$ cat src/rtl/bus_pkg.sv
// rtl/bus_pkg.sv - shared constants and helpers for the DMA bus arbiter
// Holds the two-state FSM encoding, the BUSY counter width and a
// constant-foldable clog2 used to size owner/pointer fields.
package bus_pkg;

    localparam logic [0:0] ST_IDLE = 1'b0;
    localparam logic [0:0] ST_BUSY = 1'b1;

    localparam int CNT_W = 16;

    // Bits needed to hold an index in 0..n-1; loop bound covers n up to 65536.
    function automatic int clog2(input int n);
        int r;
        r = 0;
        for (int i = 0; i < 16; i++) begin
            if ((1 << i) < n) begin
                r = i + 1;
            end
        end
        return r;
    endfunction

endpackage

$ cat src/rtl/arb_pick.sv
// rtl/arb_pick.sv - one-hot request picker, fixed priority or rotating start
// Ports:
//   i_req  [N-1:0]  request vector
//   i_ptr  [PW-1:0] round-robin start index (ignored when i_mode=0)
//   i_mode          0 = fixed priority (index 0 highest), 1 = round-robin
//   o_gnt  [N-1:0]  one-hot pick, zero when i_req is zero
module arb_pick
    import bus_pkg::*;
#(
    parameter int N  = 8,
    parameter int PW = clog2(N)
) (
    input  logic [N-1:0]  i_req,
    input  logic [PW-1:0] i_ptr,
    input  logic          i_mode,
    output logic [N-1:0]  o_gnt
);

    logic [PW-1:0] w_eff_ptr;
    logic [N-1:0]  w_thr;
    logic [N-1:0]  w_hi;
    logic [N-1:0]  w_hi_low;
    logic [N-1:0]  w_all_low;

    assign w_eff_ptr = i_mode ? i_ptr : '0;

    // Requests at or above the start index get first chance; if none, the
    // search wraps to the lowest set bit of the whole vector.
    assign w_thr = {N{1'b1}} << w_eff_ptr;
    assign w_hi  = i_req & w_thr;

    // v & -v isolates the lowest set bit.
    assign w_hi_low  = w_hi & (~w_hi + N'(1));
    assign w_all_low = i_req & (~i_req + N'(1));

    assign o_gnt = (w_hi != '0) ? w_hi_low : w_all_low;

endmodule

$ cat src/rtl/bus_arbiter.sv
// rtl/bus_arbiter.sv - DMA bus arbiter with hold-until-ready and BUSY timeout
// Ports:
//   clk, rst        clock, asynchronous active-high reset
//   dma     [N-1:0] level-held per-channel requests
//   ready           slave completion strobe for the current transfer
//   grant   [N-1:0] one-hot grant (live pick in IDLE, held in BUSY)
//   req             grant is non-zero
//   owner           binary index of the granted channel, 0 when none
//   timeout         one-cycle pulse after a transfer is aborted
module bus_arbiter
    import bus_pkg::*;
#(
    parameter int N_MASTERS = 8,
    parameter int RR_MODE   = 0,
    parameter int TIMEOUT   = 255
) (
    input  logic                          clk,
    input  logic                          rst,
    input  logic [N_MASTERS-1:0]          dma,
    input  logic                          ready,
    output logic [N_MASTERS-1:0]          grant,
    output logic                          req,
    output logic [clog2(N_MASTERS)-1:0]   owner,
    output logic                          timeout
);

    localparam int OW = clog2(N_MASTERS);
    localparam logic TO_EN = (TIMEOUT != 0);
    localparam logic [CNT_W-1:0] TO_LAST = (TIMEOUT == 0) ? '0 : CNT_W'(TIMEOUT - 1);

    logic [0:0]           r_state;
    logic [N_MASTERS-1:0] r_grant;
    logic [OW-1:0]        r_ptr;
    logic [CNT_W-1:0]     r_cnt;
    logic                 r_timeout;

    logic [N_MASTERS-1:0] w_pick;
    logic [OW-1:0]        w_pick_idx;
    logic [OW-1:0]        w_ptr_next;
    logic                 w_busy;
    logic                 w_start;
    logic                 w_expire;
    logic                 w_release;

    function automatic logic [OW-1:0] enc(input logic [N_MASTERS-1:0] v);
        logic [OW-1:0] e;
        e = '0;
        for (int i = 0; i < N_MASTERS; i++) begin
            if (v[i]) begin
                e = e | OW'(i);
            end
        end
        return e;
    endfunction

    arb_pick #(
        .N  (N_MASTERS),
        .PW (OW)
    ) u_pick (
        .i_req  (dma),
        .i_ptr  (r_ptr),
        .i_mode (RR_MODE != 0),
        .o_gnt  (w_pick)
    );

    assign w_busy     = (r_state == ST_BUSY);
    assign w_start    = !w_busy && (w_pick != '0);
    // ready takes precedence over an expiring counter.
    assign w_expire   = w_busy && !ready && TO_EN && (r_cnt == TO_LAST);
    assign w_release  = w_busy && (ready || w_expire);

    assign w_pick_idx = enc(w_pick);
    assign w_ptr_next = (w_pick_idx == OW'(N_MASTERS - 1)) ? '0 : w_pick_idx + OW'(1);

    // Release never re-grants on the same edge: w_start is gated on IDLE.
    always_ff @(posedge clk or posedge rst) begin
        if (rst) begin
            r_state <= ST_IDLE;
            r_grant <= '0;
        end else if (w_start) begin
            r_state <= ST_BUSY;
            r_grant <= w_pick;
        end else if (w_release) begin
            r_state <= ST_IDLE;
        end
    end

    always_ff @(posedge clk or posedge rst) begin
        if (rst) begin
            r_ptr <= '0;
        end else if ((RR_MODE != 0) && w_start) begin
            r_ptr <= w_ptr_next;
        end
    end

    // Saturates at all-ones so TIMEOUT=0 can never alias onto a match.
    always_ff @(posedge clk or posedge rst) begin
        if (rst) begin
            r_cnt <= '0;
        end else if (w_start) begin
            r_cnt <= '0;
        end else if (w_busy && !ready && (r_cnt != '1)) begin
            r_cnt <= r_cnt + CNT_W'(1);
        end
    end

    always_ff @(posedge clk or posedge rst) begin
        if (rst) begin
            r_timeout <= 1'b0;
        end else begin
            r_timeout <= w_expire;
        end
    end

    assign grant   = w_busy ? r_grant : w_pick;
    assign req     = (grant != '0);
    assign owner   = enc(grant);
    assign timeout = r_timeout;

endmodule

$ cat config.mk
export PLATFORM = sky130hd
export DESIGN_NAME = bus_arbiter
export DESIGN_NICKNAME = d
export VERILOG_FILES = /design/src/rtl/bus_pkg.sv /design/src/rtl/arb_pick.sv /design/src/rtl/bus_arbiter.sv
export SDC_FILE = /design/constraint.sdc
export NUM_CORES = 1
export LEC_CHECK = 0
export ABC_AREA = 0
export BUFFER_PORTS_ARGS = -buffer_cell sky130_fd_sc_hd__buf_2
export CAP_MARGIN = 20
export CORE_MARGIN = 8
export CORE_UTILIZATION = 60
export DETAILED_ROUTE_END_ITERATION = 8
export HOLD_SLACK_MARGIN = 0.08
export PLACE_DENSITY = 0.83
export SLEW_MARGIN = 0
export SYNTH_ARGS = -nofsm -noshare
export SYNTH_HDL_FRONTEND = slang
export SYNTH_SLANG_ARGS = --single-unit
$ cat constraint.sdc
create_clock -name clk -period 5.76 [get_ports clk]
set_input_delay 0.864 -clock clk [delete_from_list [all_inputs] [get_ports clk]]
set_output_delay 0.864 -clock clk [all_outputs]
set_load 0.02 [all_outputs]
* Word-level counts from Yosys, hierarchy flattened
Cells that the tools add are included.
Widths: inputs -> output; s select.
** Operators by class
- Add/subtract/negate cells :: 2
- Eq/ne operators :: 2
- Mux-type cells :: 12
- Bitwise gates (word level) :: 2
- Reduce and logical (&&, ||, !) cells :: 12
** Operators by type and width (number)
- $mux 16 :: 2
- $add 16x1->16 const B :: 1
- $eq 16x8->1 const B :: 1
- $ne 16x16->1 const B :: 1
- $reduce_bool 8->1 :: 2
- $mux 3 :: 4
- $add 8x1->8 const B :: 1
- $and 8x8->8 :: 1
- $mux 8 :: 1
- $not 8->8 :: 1
- $logic_and 1x1->1 :: 5
- $mux 2 :: 2
- $reduce_bool 2->1 :: 2
- $mux 1 :: 3
- $logic_not 1->1 :: 2
- $logic_or 1x1->1 :: 1
** Word-level totals
- Bits in registers :: 26
- Input port bits :: 11
- Output and inout port bits :: 13
- Word-level logic and storage cells :: 34

* Logic depth before layout (Yosys ltp)
Gate-level depths: netlist (run 1).
- Depth after elaboration :: 11
- Mapped depth :: 6
- Mapped depth without buffers :: 6

* Cells and area by module
From an unflattened synthesis (run 1), not the netlist that was laid out.
** Second synthesis, totals
- Cell total of the unflattened synthesis :: 215
- Area total of the unflattened synthesis :: 1779.2 sq um
** By module, submodules not included
- bus_arbiter :: times used 1, cells each 166, area an instance 1501.4 sq um, sequential area each 650.6 sq um
- arb_pick :: times used 1, cells each 49, area an instance 277.8 sq um, sequential area each 0.0 sq um

* Worst setup path after synthesis (run 1)
OpenSTA, ideal clock, no wires.
- Kind :: input to output
- From :: input dma[0]
- To :: output req
- Data arrival time :: 2319 ps
- Required time :: 4896 ps
- Path slack :: 2577 ps
- Stages :: 4
- Buffers on the path :: 0
- Cells stage by stage :: nor4_2 > a211oi_1 > o21ai_0 > or4b_1
** Between the ends
- Cells in the longest elaborated chain, start to end :: 5
** Ends and longest elaborated chain
- from (decl) :: RTL line bus_arbiter.sv:19 : input logic [N_MASTERS-1:0] dma,
- $not 8->8 :: RTL line arb_pick.sv:33, arb_pick.sv:34
- $add 8x1->8 :: RTL line arb_pick.sv:33, arb_pick.sv:34
- $and 8x8->8 * :: RTL line arb_pick.sv:33, arb_pick.sv:34
- $mux 8 * :: RTL line bus_arbiter.sv:115 : assign grant = w_busy ? r_grant : w_pick;
- $reduce_bool 8->1 * :: RTL line bus_arbiter.sv:116 : assign req = (grant != '0);
- to (decl) :: RTL line bus_arbiter.sv:22 : output logic req,
Mark *: on every way between the ends. The rest lies on a longest branch, timed or not.

* Final worst setup path (run 1)
- From :: register r_state
- To :: output req
** Between the ends
- Cells in the longest elaborated chain, start to end :: 2
** Ends and longest elaborated chain
- from (decl) :: RTL line bus_arbiter.sv:31 : logic [0:0] r_state;
- from (signal assigned) :: RTL line bus_arbiter.sv:78 : r_state <= ST_IDLE;
- from (signal assigned) :: RTL line bus_arbiter.sv:81 : r_state <= ST_BUSY;
- from (signal assigned) :: RTL line bus_arbiter.sv:84 : r_state <= ST_IDLE;
- $mux 8 :: RTL line bus_arbiter.sv:115
- $reduce_bool 8->1 :: RTL line bus_arbiter.sv:116
Every way passes these cells.

==> results of run 1 <==
[report_power, final]
group	internal, mW	total [mW]	leakage (nW)	switching, mW
Sequential	0.206	0.250	0.354	0.0438
Combinational	0.0822	0.231	0.409	0.149
Clock	0.0245	0.0753	0.0138	0.0508
Total	0.313	0.556	0.777	0.243
[worst paths after layout]
check | from | endpoint | depth (start not counted)
worst min-delay path | rst | r_grant[1]$_DFFE_PP0P_ | 2
max in group asynchronous | rst | r_cnt[4]$_DFFE_PP0P_ | 3
worst min register to register | r_grant[0]$_DFFE_PP0P_ | r_grant[0]$_DFFE_PP0P_ | 2
min in group clk | r_grant[0]$_DFFE_PP0P_ | r_grant[0]$_DFFE_PP0P_ | 2
worst max register to register | r_state$_DFFE_PP0P_ | r_cnt[14]$_DFFE_PP0P_ | 4
worst max-delay path | r_state$_DFFE_PP0P_ | req | 5
[cells in the final DEF (no fill, tap or decap), types with 2 or more instances in the layout]
master,count
o211ai_1,2
nor3b_1,2
or3_1,8
o31ai_1,5
a21oi_1,10
nand4_1,5
nor4_1,2
mux2i_1,2
buf_2,23
o311ai_0,2
nor2_1,3
a21o_1,4
inv_1,6
nand2_1,27
a31o_2,2
nand3_1,8
o311a_1,2
nand2b_1,2
o21ai_0,20
o41ai_1,2
dfrtp_1,26
clkbuf_4,3
nor3_1,6
or4_1,4
nor4b_1,5
ha_1,2
[per-layer routing]
metal / wire (um) / GRT usage (%)
met5: 0 / 0
met4: 54 / 7.572
met3: 182 / 3.523
met2: 1732 / 27.36
met1: 1776 / 23.65
[per-stage QoR]
step	util, %	instance area (sq um)
after floorplan	-	1565
after global placement	68.59	1699
after detailed placement	68.59	1699
after CTS	69.49	1722
after global routing	70.61	1749
final	70.61	1749
[sequential cells by signal (all words and copies together), names as in the netlist]
name	flops
r_cnt	16
r_grant	8
r_state	1
timeout	1
[final cells by class]
type | count | area, sq um | area share (%)
tap | 30 | 37.54 | 2.146
clock buffer | 3 | 22.52 | 1.288
multi-input combinational | 140 | 865.8 | 49.50
inverter | 6 | 22.52 | 1.288
timing repair buffer | 25 | 150.1 | 8.584
sequential | 26 | 650.6 | 37.20
[cells by family after synthesis]
kind of cell / after synthesis / synth area share, %
buffers and inverters: 12 / 3.117
and+or+nand+nor: 82 / 30.54
DFF: 26 / 41.57
AOI/OAI and AO/OA: 54 / 21.90
muxes: 2 / 1.279
adders and majority gates: 2 / 1.598
[critical path, cell delays in order (launching register included)]
cell and delay [ns]:
dfrtp_1 0.87, nor3b_1 0.31, nor3b_1 0.25, o21ai_0 0.14, or4b_1 0.53, buf_2 0.17
==> results.md, run 1 <==
- Setup violators final: 0
- Max-slew violations: 0
- Final Hold Fails: 0
- CTS Buf Count: 3
- Non-filler cells in the finished layout: 230
- Total Wirelength: 3745 um
- Chip width: 67.08 um
- CORE AREA: 2477 sq um
- Area of the die: 4499 sq um
- Clock latency on the worst-skew pair: 0.31 ns
- Die Y: 67.08 um
- CTS Buffer Depth: 2
- Worst slew pin tran: 0.7702 ns
- Vias in the first global route: 1415
- Leading area contributor after synthesis: dfrtp_1
- Kind of critical path: reg2out
- Hold Path Class: in2async
- Crit end category: output port
- Critical path arrival: 2.59 ns
- List of most frequent post-synthesis cells: nand2_1, dfrtp_1, o21ai_0, a21oi_1
- DRT Pass-1 Iters: 4
- Post-DP HPWL: 2786 um
- Status: completed
- Slew margin rel.: 48.65%
- Async set-reset flop share out of synthesis: 100.0%
- Top FF cell, synth: dfrtp_1
- Synthesis Warnings: 0
- Floorplan row count: 18
- CTS root buf: clkbuf_4
- DR vias/cell: 6.604
- Maximum clock rate: 289.1 MHz
- Post-route clock period utilization: 60.05%
- Post-route DRC: 0
- Placed insts: 226
- Top-count cell post-synth: nand2_1
- DP Worst Slack: 2.578 ns
- H-tree depth: 1
- Tot Pwr: 0.5561 mW
- Area contributors post-synth: dfrtp_1, nand2_1, o21ai_0
- Fin worst setup slack: 2.301 ns
- Critical Path Start Type: flip-flop
- Register area share after synthesis: 41.57%
- CTS tree: done
- EDFF count, synth: 0
- Setup Fix Bufs, Post-CTS: 0
- Largest net degree at the start of global routing: 29
- Vias post-DR: 1519
- Starting Density: 63.18%
- Synthesis-to-layout area growth: 11.75%
- First-pass GRT wire length: 6334 um
- IO Port Bufs: 23
- Top cell type's share of synthesized area: 41.57%
- Final net count: 215
- Synthesized area per cell: 8.794 sq um
- Tmin final: 3.459 ns
- Reg2Reg Setup Slack: 3.54 ns
- IO Pins: 24
- DRT antenna net count: 0
- Synth cell types: 42
- GR Overflow Total: 0
- Post-CTS resize count: 0
- Synthesized Nets: 191
- Initial antenna violation count: 0
- Fillcell total: 196
- Worst VDD drop: 0.3068 mV
- RSZ-0062 raised after global routing: false
- Hold buffer count at cts: 0
- Clk_skew: 0.002608 ns
- Wirelength per Cell: 16.28 um
- Cell count after synthesis: 178
- Synth Cell Area: 1565 sq um
- Clock transition at path regs: 0.13 ns
- N_diodes: 0
- Yosys reg bits: 26
- Hold_ws: 0.4201 ns
- DR iter-0 viols: 121
- # clock sinks: 26
- Critical path peak fanout: 28
- Crit path required time: 4.90 ns
- Power per cell area: 317.9 nW/um^2
- Leak Pwr: 0.7769 nW
- Placer Congestion: 1.067
- Fraction of layout cells with a size suffix above 1: 16.50%
- Setup TNS: 0 ns
- Total track usage: 17.81%
- Max Cap Viol: 0
Power figures use the tool's default switching activity.
==> run 2, diff against run 1 <==
--- a/config.mk
+++ b/config.mk
@@ -9,10 +9,10 @@
 export BUFFER_PORTS_ARGS = -buffer_cell sky130_fd_sc_hd__buf_2
 export CAP_MARGIN = 20
 export CORE_MARGIN = 8
-export CORE_UTILIZATION = 60
+export CORE_UTILIZATION = 50
 export DETAILED_ROUTE_END_ITERATION = 8
 export HOLD_SLACK_MARGIN = 0.08
-export PLACE_DENSITY = 0.83
+export PLACE_DENSITY = 0.73
 export SLEW_MARGIN = 0
 export SYNTH_ARGS = -nofsm -noshare
 export SYNTH_HDL_FRONTEND = slang
==> constraint.sdc (replaced) <==
create_clock -name clk -period 2.92 [get_ports clk]
set_input_delay 0.438 -clock clk [delete_from_list [all_inputs] [get_ports clk]]
set_output_delay 0.438 -clock clk [all_outputs]
set_load 0.02 [all_outputs]
==> results.md, run 2 (synthesis gave the netlist of run 1 again) <==
- Fillcell total: 268 (was 196)
- Crit end category: output port (unchanged)
- CORE AREA: 3028 sq um (was 2477 sq um)
- CTS root buf: clkbuf_4 (unchanged)
- Non-filler cells in the finished layout: 247 (was 230)
- IO Port Bufs: 23 (unchanged)
- Hold Path Class: in2reg (was in2async)
- First-pass GRT wire length: 6244 um (was 6334 um)
- Critical path peak fanout: 14 (was 28)
- N_diodes: 0 (unchanged)
- Crit path required time: 2.48 ns (was 4.90 ns)
- DR iter-0 viols: 99 (was 121)
- Slowest stage cell, crit path: dfrtp_1 (unchanged)
- Most common cell after layout, fill and taps aside: nand2_1 (unchanged)
- Clk_skew: 0.002023 ns (was 0.002608 ns)
- Leak Pwr: 0.7929 nW (was 0.7769 nW)
- Setup Fix Bufs, Post-CTS: 0 (unchanged)
- CTS tree: done (unchanged)
- Status: completed (unchanged)
- Die Y: 71.95 um (was 67.08 um)
- Wirelength per Cell: 15.13 um (was 16.28 um)
- Tot Pwr: 1.140 mW (was 0.5561 mW)
- Total Wirelength: 3737 um (was 3745 um)
- Synthesis-to-layout area growth: 14.87% (was 11.75%)
- Slew margin rel.: 47.73% (was 48.65%)
- Hold_ws: 0.4447 ns (was 0.4201 ns)
- Vias in the first global route: 1382 (was 1415)
- Vias post-DR: 1499 (was 1519)
- Power per cell area: 633.8 nW/um^2 (was 317.9 nW/um^2)
- Clock latency on the worst-skew pair: 0.32 ns (was 0.31 ns)
- Maximum clock rate: 360.5 MHz
- Post-route DRC: 0 (unchanged)
- Most frequent cells in the layout: nand2_1, dfrtp_1, buf_2, o21ai_0, a21oi_1 (unchanged)
- Worst path cell trace: nor3b_1, nor3b_1, o21ai_0, or4b_1, buf_2 (unchanged)
- Post-layout instance area: 1798 sq um (was 1749 sq um)
- Buffers and inverters on the worst path: 1 (unchanged)
- DRT Pass-1 Iters: 5 (was 4)
- Final net count: 217 (was 215)
- H-tree depth: 1 (unchanged)
- Floorplan row count: 20 (was 18)
- Post-DP HPWL: 2845 um (was 2786 um)
- Largest net degree at the start of global routing: 27 (was 29)
- Final Hold Fails: 0 (unchanged)
- Worst path top cell family by delay: simple AND/OR/NAND/NOR gates (unchanged)
- Worst VDD drop: 0.2921 mV (was 0.3068 mV)
- DR vias/cell: 6.069 (was 6.604)
- Chip width: 71.95 um (was 67.08 um)
- Post-route clock period utilization: 94.99%
- Setup TNS: 0 ns (unchanged)
- GR Overflow Total: 0 (unchanged)
- Number of flip-flops in the largest register: 16 (unchanged)
- Clock transition at path regs: 0.14 ns (was 0.13 ns)
- Kind of critical path: reg2out (unchanged)
- Setup violators final: 0 (unchanged)
- CTS Buf Count: 3 (unchanged)
- Critical path arrival: 2.34 ns (was 2.59 ns)
- Placed cell area: 1724 sq um (was 1699 sq um)
- IO Pins: 24 (unchanged)
- Max Cap Viol: 0 (unchanged)
- RSZ-0062 raised after global routing: false (unchanged)
- Placer Congestion: 0.9625 (was 1.067)
- Largest regs: r_cnt (16), r_grant (8) (unchanged)
- Tmin final: 2.774 ns
- CP most frequent cell: nor3b_1 (unchanged)
- Max-slew violations: 0 (unchanged)
- Initial antenna violation count: 0 (unchanged)
- CTS Buffer Depth: 2 (unchanged)
- Largest register by flop count: r_cnt (unchanged)
- Critical Path Start Type: flip-flop (unchanged)
- Starting Density: 51.69% (was 63.18%)
- # clock sinks: 26 (unchanged)
- Total track usage: 14.72% (was 17.81%)
- Area of the die: 5177 sq um (was 4499 sq um)
- Max incr delay on CP: 0.60 ns (was 0.87 ns)
- Placed insts: 241 (was 226)
- Fraction of layout cells with a size suffix above 1: 17.24% (was 16.50%)
- Worst slew pin tran: 0.7803 ns (was 0.7702 ns)
- DRT antenna net count: 0 (unchanged)
## run 2: worst register-to-register path, cell delays in order (launching register included)
cell	delay, ns
dfrtp_1	0.45
ha_1	0.27
nand4_1	0.24
or3b_4	0.45
or4_1	0.47
a21oi_1	0.15
## run 2: what timing repair did
| item | in CTS | in global routing |
|---|---|---|
| resized for setup | 0 | 0 |
| hold buffers | 0 | 1 |
| hold endpoints to repair | 0 | 2 |
## run 2: final cells by class
class / count / area [sq um] / area share (%)
inverter: 6 / 22.52 / 1.253
sequential: 26 / 650.6 / 36.19
multi-input combinational: 140 / 865.8 / 48.16
tap: 44 / 55.05 / 3.062
clock buffer: 4 / 36.28 / 2.018
timing repair buffer: 27 / 167.7 / 9.325
## run 2: per-layer routing
| layer | track usage, % | wire length (um) |
|---|---|---|
| met5 | 0 | 0 |
| met4 | 3.855 | 19 |
| met3 | 2.066 | 262 |
| met2 | 24.80 | 1786 |
| met1 | 19.18 | 1668 |
## run 2: path summary, 6_finish.rpt
path	start	end	slack, ns	cells after the start
worst max-delay path	r_state$_DFFE_PP0P_	req	0.15	5
worst min-delay path	dma[0]	r_grant[0]$_DFFE_PP0P_	0.44	3
worst max register to register	r_cnt[0]$_DFFE_PP0P_	r_cnt[14]$_DFFE_PP0P_	0.83	5
worst min register to register	r_grant[0]$_DFFE_PP0P_	r_grant[0]$_DFFE_PP0P_	0.51	2
max in group asynchronous	rst	r_cnt[11]$_DFFE_PP0P_	2.01	4
min in group asynchronous	rst	r_grant[5]$_DFFE_PP0P_	0.55	3
## run 2: through the flow
stage	utilization (%)	setup WS, ns
floorplan	-	0.5888
global placement	56.94	0.5215
detailed placement	56.94	0.5283
CTS	58.14	0.1540
global route	59.38	0.03813
finish	59.38	0.1464
## run 2: power by group
group | switching (mW) | leakage (nW) | internal [mW] | total, mW
combinational | 0.316 | 0.418 | 0.172 | 0.487
sequential | 0.0613 | 0.354 | 0.407 | 0.468
clock | 0.108 | 0.0210 | 0.0762 | 0.184
total | 0.485 | 0.793 | 0.655 | 1.14
==> run 3, diff against run 2 <==
--- a/config.mk
+++ b/config.mk
@@ -9,10 +9,10 @@
 export BUFFER_PORTS_ARGS = -buffer_cell sky130_fd_sc_hd__buf_2
 export CAP_MARGIN = 20
 export CORE_MARGIN = 8
-export CORE_UTILIZATION = 50
+export CORE_UTILIZATION = 56
 export DETAILED_ROUTE_END_ITERATION = 8
 export HOLD_SLACK_MARGIN = 0.08
-export PLACE_DENSITY = 0.73
+export PLACE_DENSITY_LB_ADDON = 0.05
 export SLEW_MARGIN = 0
 export SYNTH_ARGS = -nofsm -noshare
 export SYNTH_HDL_FRONTEND = slang
==> constraint.sdc (replaced) <==
create_clock -name clk -period 2.8 [get_ports clk]
set_input_delay 0.42 -clock clk [delete_from_list [all_inputs] [get_ports clk]]
set_output_delay 0.42 -clock clk [all_outputs]
set_load 0.02 [all_outputs]
==> results.md, run 3 (synthesis gave the netlist of run 1 again) <==
- Worst path cell trace: nor3b_2, nor3b_1, o21ai_0, or4b_1, buf_2 (was nor3b_1, nor3b_1, o21ai_0, or4b_1, buf_2)
- DR vias/cell: 6.468 (was 6.069)
- Vias in the first global route: 1304 (was 1382)
- Clock transition at path regs: 0.13 ns (was 0.14 ns)
- Most frequent cells in the layout: nand2_1, dfrtp_1, buf_2, o21ai_0, a21oi_1 (unchanged)
- Reg2Reg Setup Slack: 0.74 ns (was 0.83 ns)
- Fraction of layout cells with a size suffix above 1: 17.33% (was 17.24%)
- RSZ-0062 raised after global routing: false (unchanged)
- IO Pins: 24 (unchanged)
- CTS tree: done (unchanged)
- Critical Path Start Type: flip-flop (unchanged)
- DRT antenna net count: 0 (unchanged)
- Fillcell total: 239 (was 268)
- Met2 Usage GRT: 24.74% (was 24.80%)
- Tmin final: 2.589 ns
- Logic pwr share: 45.4% (was 42.8%)
- Placed insts: 228 (was 241)
- Clk pwr share: 13.2% (was 16.1%)
- Die Y: 68.87 um (was 71.95 um)
- CTS root buf: clkbuf_4 (unchanged)
- Largest regs: r_cnt (16), r_grant (8) (unchanged)
- Total Wirelength: 3591 um (was 3737 um)
- Wirelength per Cell: 15.41 um (was 15.13 um)
- Critical path peak fanout: 7 (was 14)
- N_diodes: 0 (unchanged)
- Non-filler cells in the finished layout: 233 (was 247)
- Busiest grt layer: met2 (unchanged)
- Final net count: 217 (unchanged)
- First-pass GRT wire length: 6078 um (was 6244 um)
- Crit path required time: 2.38 ns (was 2.48 ns)
- Post-route clock period utilization: 92.46%
- Setup violators final: 0 (unchanged)
- Initial antenna violation count: 0 (unchanged)
- Register-to-Register Path Depth: 5 (unchanged)
- Met3 Use GR: 4.362% (was 2.066%)
- Vias post-DR: 1507 (was 1499)
- Crit end category: output port (unchanged)
- Hold Path Class: in2reg (unchanged)
- Synthesis-to-layout area growth: 13.27% (was 14.87%)
- Tot Pwr: 1.158 mW (was 1.140 mW)
- CTS Buffer Depth: 2 (unchanged)
- Largest register by flop count: r_cnt (unchanged)
- Starting Density: 57.76% (was 51.69%)
- Post-DP HPWL: 2684 um (was 2845 um)
- Status: completed (unchanged)
- Leak Pwr: 0.7886 nW (was 0.7929 nW)
- Power per cell area: 652.9 nW/um^2 (was 633.8 nW/um^2)
- Max-slew violations: 0 (unchanged)
- Area of the die: 4743 sq um (was 5177 sq um)
- Placer Congestion: 0.8940 (was 0.9625)
- Post-route DRC: 0 (unchanged)
- Clock latency on the worst-skew pair: 0.31 ns (was 0.32 ns)
- DR iter-0 viols: 125 (was 99)
- Number of flip-flops in the largest register: 16 (unchanged)
- IO Port Bufs: 23 (unchanged)
- Sequential share of power: 41.3% (was 41.1%)
- Worst VDD drop: 0.5416 mV (was 0.2921 mV)
- Worst path top cell family by delay: simple AND/OR/NAND/NOR gates (unchanged)
- Final Hold Fails: 0 (unchanged)
- CTS Buf Count: 3 (unchanged)
- Slew margin rel.: 48.03% (was 47.73%)
- Slowest stage cell, crit path: or4b_1 (was dfrtp_1)
- Chip width: 68.87 um (was 71.95 um)
- Floorplan row count: 19 (was 20)
- H-tree depth: 1 (unchanged)
- Maximum clock rate: 386.3 MHz
- Critical path arrival: 2.17 ns (was 2.34 ns)
- Largest net degree at the start of global routing: 27 (unchanged)
- # clock sinks: 26 (unchanged)
- Setup Fix Bufs, Post-CTS: 0 (unchanged)
- Final Util: 65.42% (was 59.38%)
- Kind of critical path: reg2out (unchanged)
- Max incr delay on CP: 0.52 ns (was 0.60 ns)
- Total track usage: 16.26% (was 14.72%)
- Hold Path Depth: 3 (unchanged)
- CORE AREA: 2710 sq um (was 3028 sq um)
- GR met1 Demand/Resource: 23.33% (was 19.18%)
- DRT Pass-1 Iters: 4 (was 5)
- Levels on crit path: 5 (unchanged)
- Cell-internal power: 0.6574 mW (was 0.6548 mW)
- Setup TNS: 0 ns (unchanged)
- Clk_skew: 0.001587 ns (was 0.002023 ns)
- Buffers and inverters on the worst path: 1 (unchanged)
- Max Cap Viol: 0 (unchanged)
- P_sw: 0.5002 mW (was 0.4848 mW)
- GR Overflow Total: 0 (unchanged)
- Sw Ratio: 43.21% (was 42.54%)
- Most common cell after layout, fill and taps aside: nand2_1 (unchanged)
- Worst slew pin tran: 0.7759 ns (was 0.7803 ns)
-- run 3: metrics by stage --
stage | setup WS [ns] | instance area (sq um) | hold WS (ns)
floorplan | 0.5048 | 1565 | 0.4457
global placement | 0.4923 | 1708 | 0.4619
detailed placement | 0.5191 | 1708 | 0.4806
finish | 0.2112 | 1773 | 0.4193
CTS | 0.1378 | 1730 | 0.3230
global route | 0.09093 | 1773 | 0.4300
-- run 3: worst reg2reg max path, stage by stage (launching register included) --
cell and delay [ns]:
dfrtp_1 0.45, ha_1 0.26, nand4_1 0.22, or3b_4 0.44, or4_1 0.47, a21oi_1 0.15
-- run 3: layout make-up --
class	instances	area [sq um]	area share, %
flip-flops and latches	26	650.6	36.70
clock buffers	3	22.52	1.270
multi-input cells	140	870.8	49.12
well taps	31	38.79	2.188
repair buffers	27	167.7	9.457
inverters	6	22.52	1.270
-- run 3: worst paths after layout --
check                                  startpoint                     end
setup / recovery              r_state$_DFFE_PP0P_                     req
hold / removal                             dma[4]  r_grant[4]$_DFFE_PP0P_
setup reg to reg             r_cnt[0]$_DFFE_PP0P_   r_cnt[14]$_DFFE_PP0P_
max in group asynchronous                     rst  r_grant[2]$_DFFE_PP0P_
hold reg to reg            r_grant[0]$_DFFE_PP0P_  r_grant[0]$_DFFE_PP0P_
min in group asynchronous                     rst  r_grant[1]$_DFFE_PP0P_
-- run 3: what timing repair did --
item,in CTS,in global routing
hold buffers,0,1
setup endpoints to repair,0,1
hold endpoints to repair,0,4
gates resized for setup,0,1
-- run 3: power groups by stage --
stage                     sequential, mW  combinational [mW]  clock (mW)
after floorplan                    0.461               0.376           0
after global placement             0.480               0.516           0
after detailed placement           0.483               0.519           0
after CTS                          0.477               0.521       0.158
after global routing               0.487               0.583       0.170
final                              0.478               0.526       0.153
-- run 3: routing by layer --
metal / wire length, um / vias to the layer above / share of wire (%)
li1: - / 733 / -
met1: 1690 / 723 / 47
met2: 1639 / 49 / 46
met3: 246 / 2 / 6.9
met4: 14 / 0 / 0.39
met5: 0 / - / 0
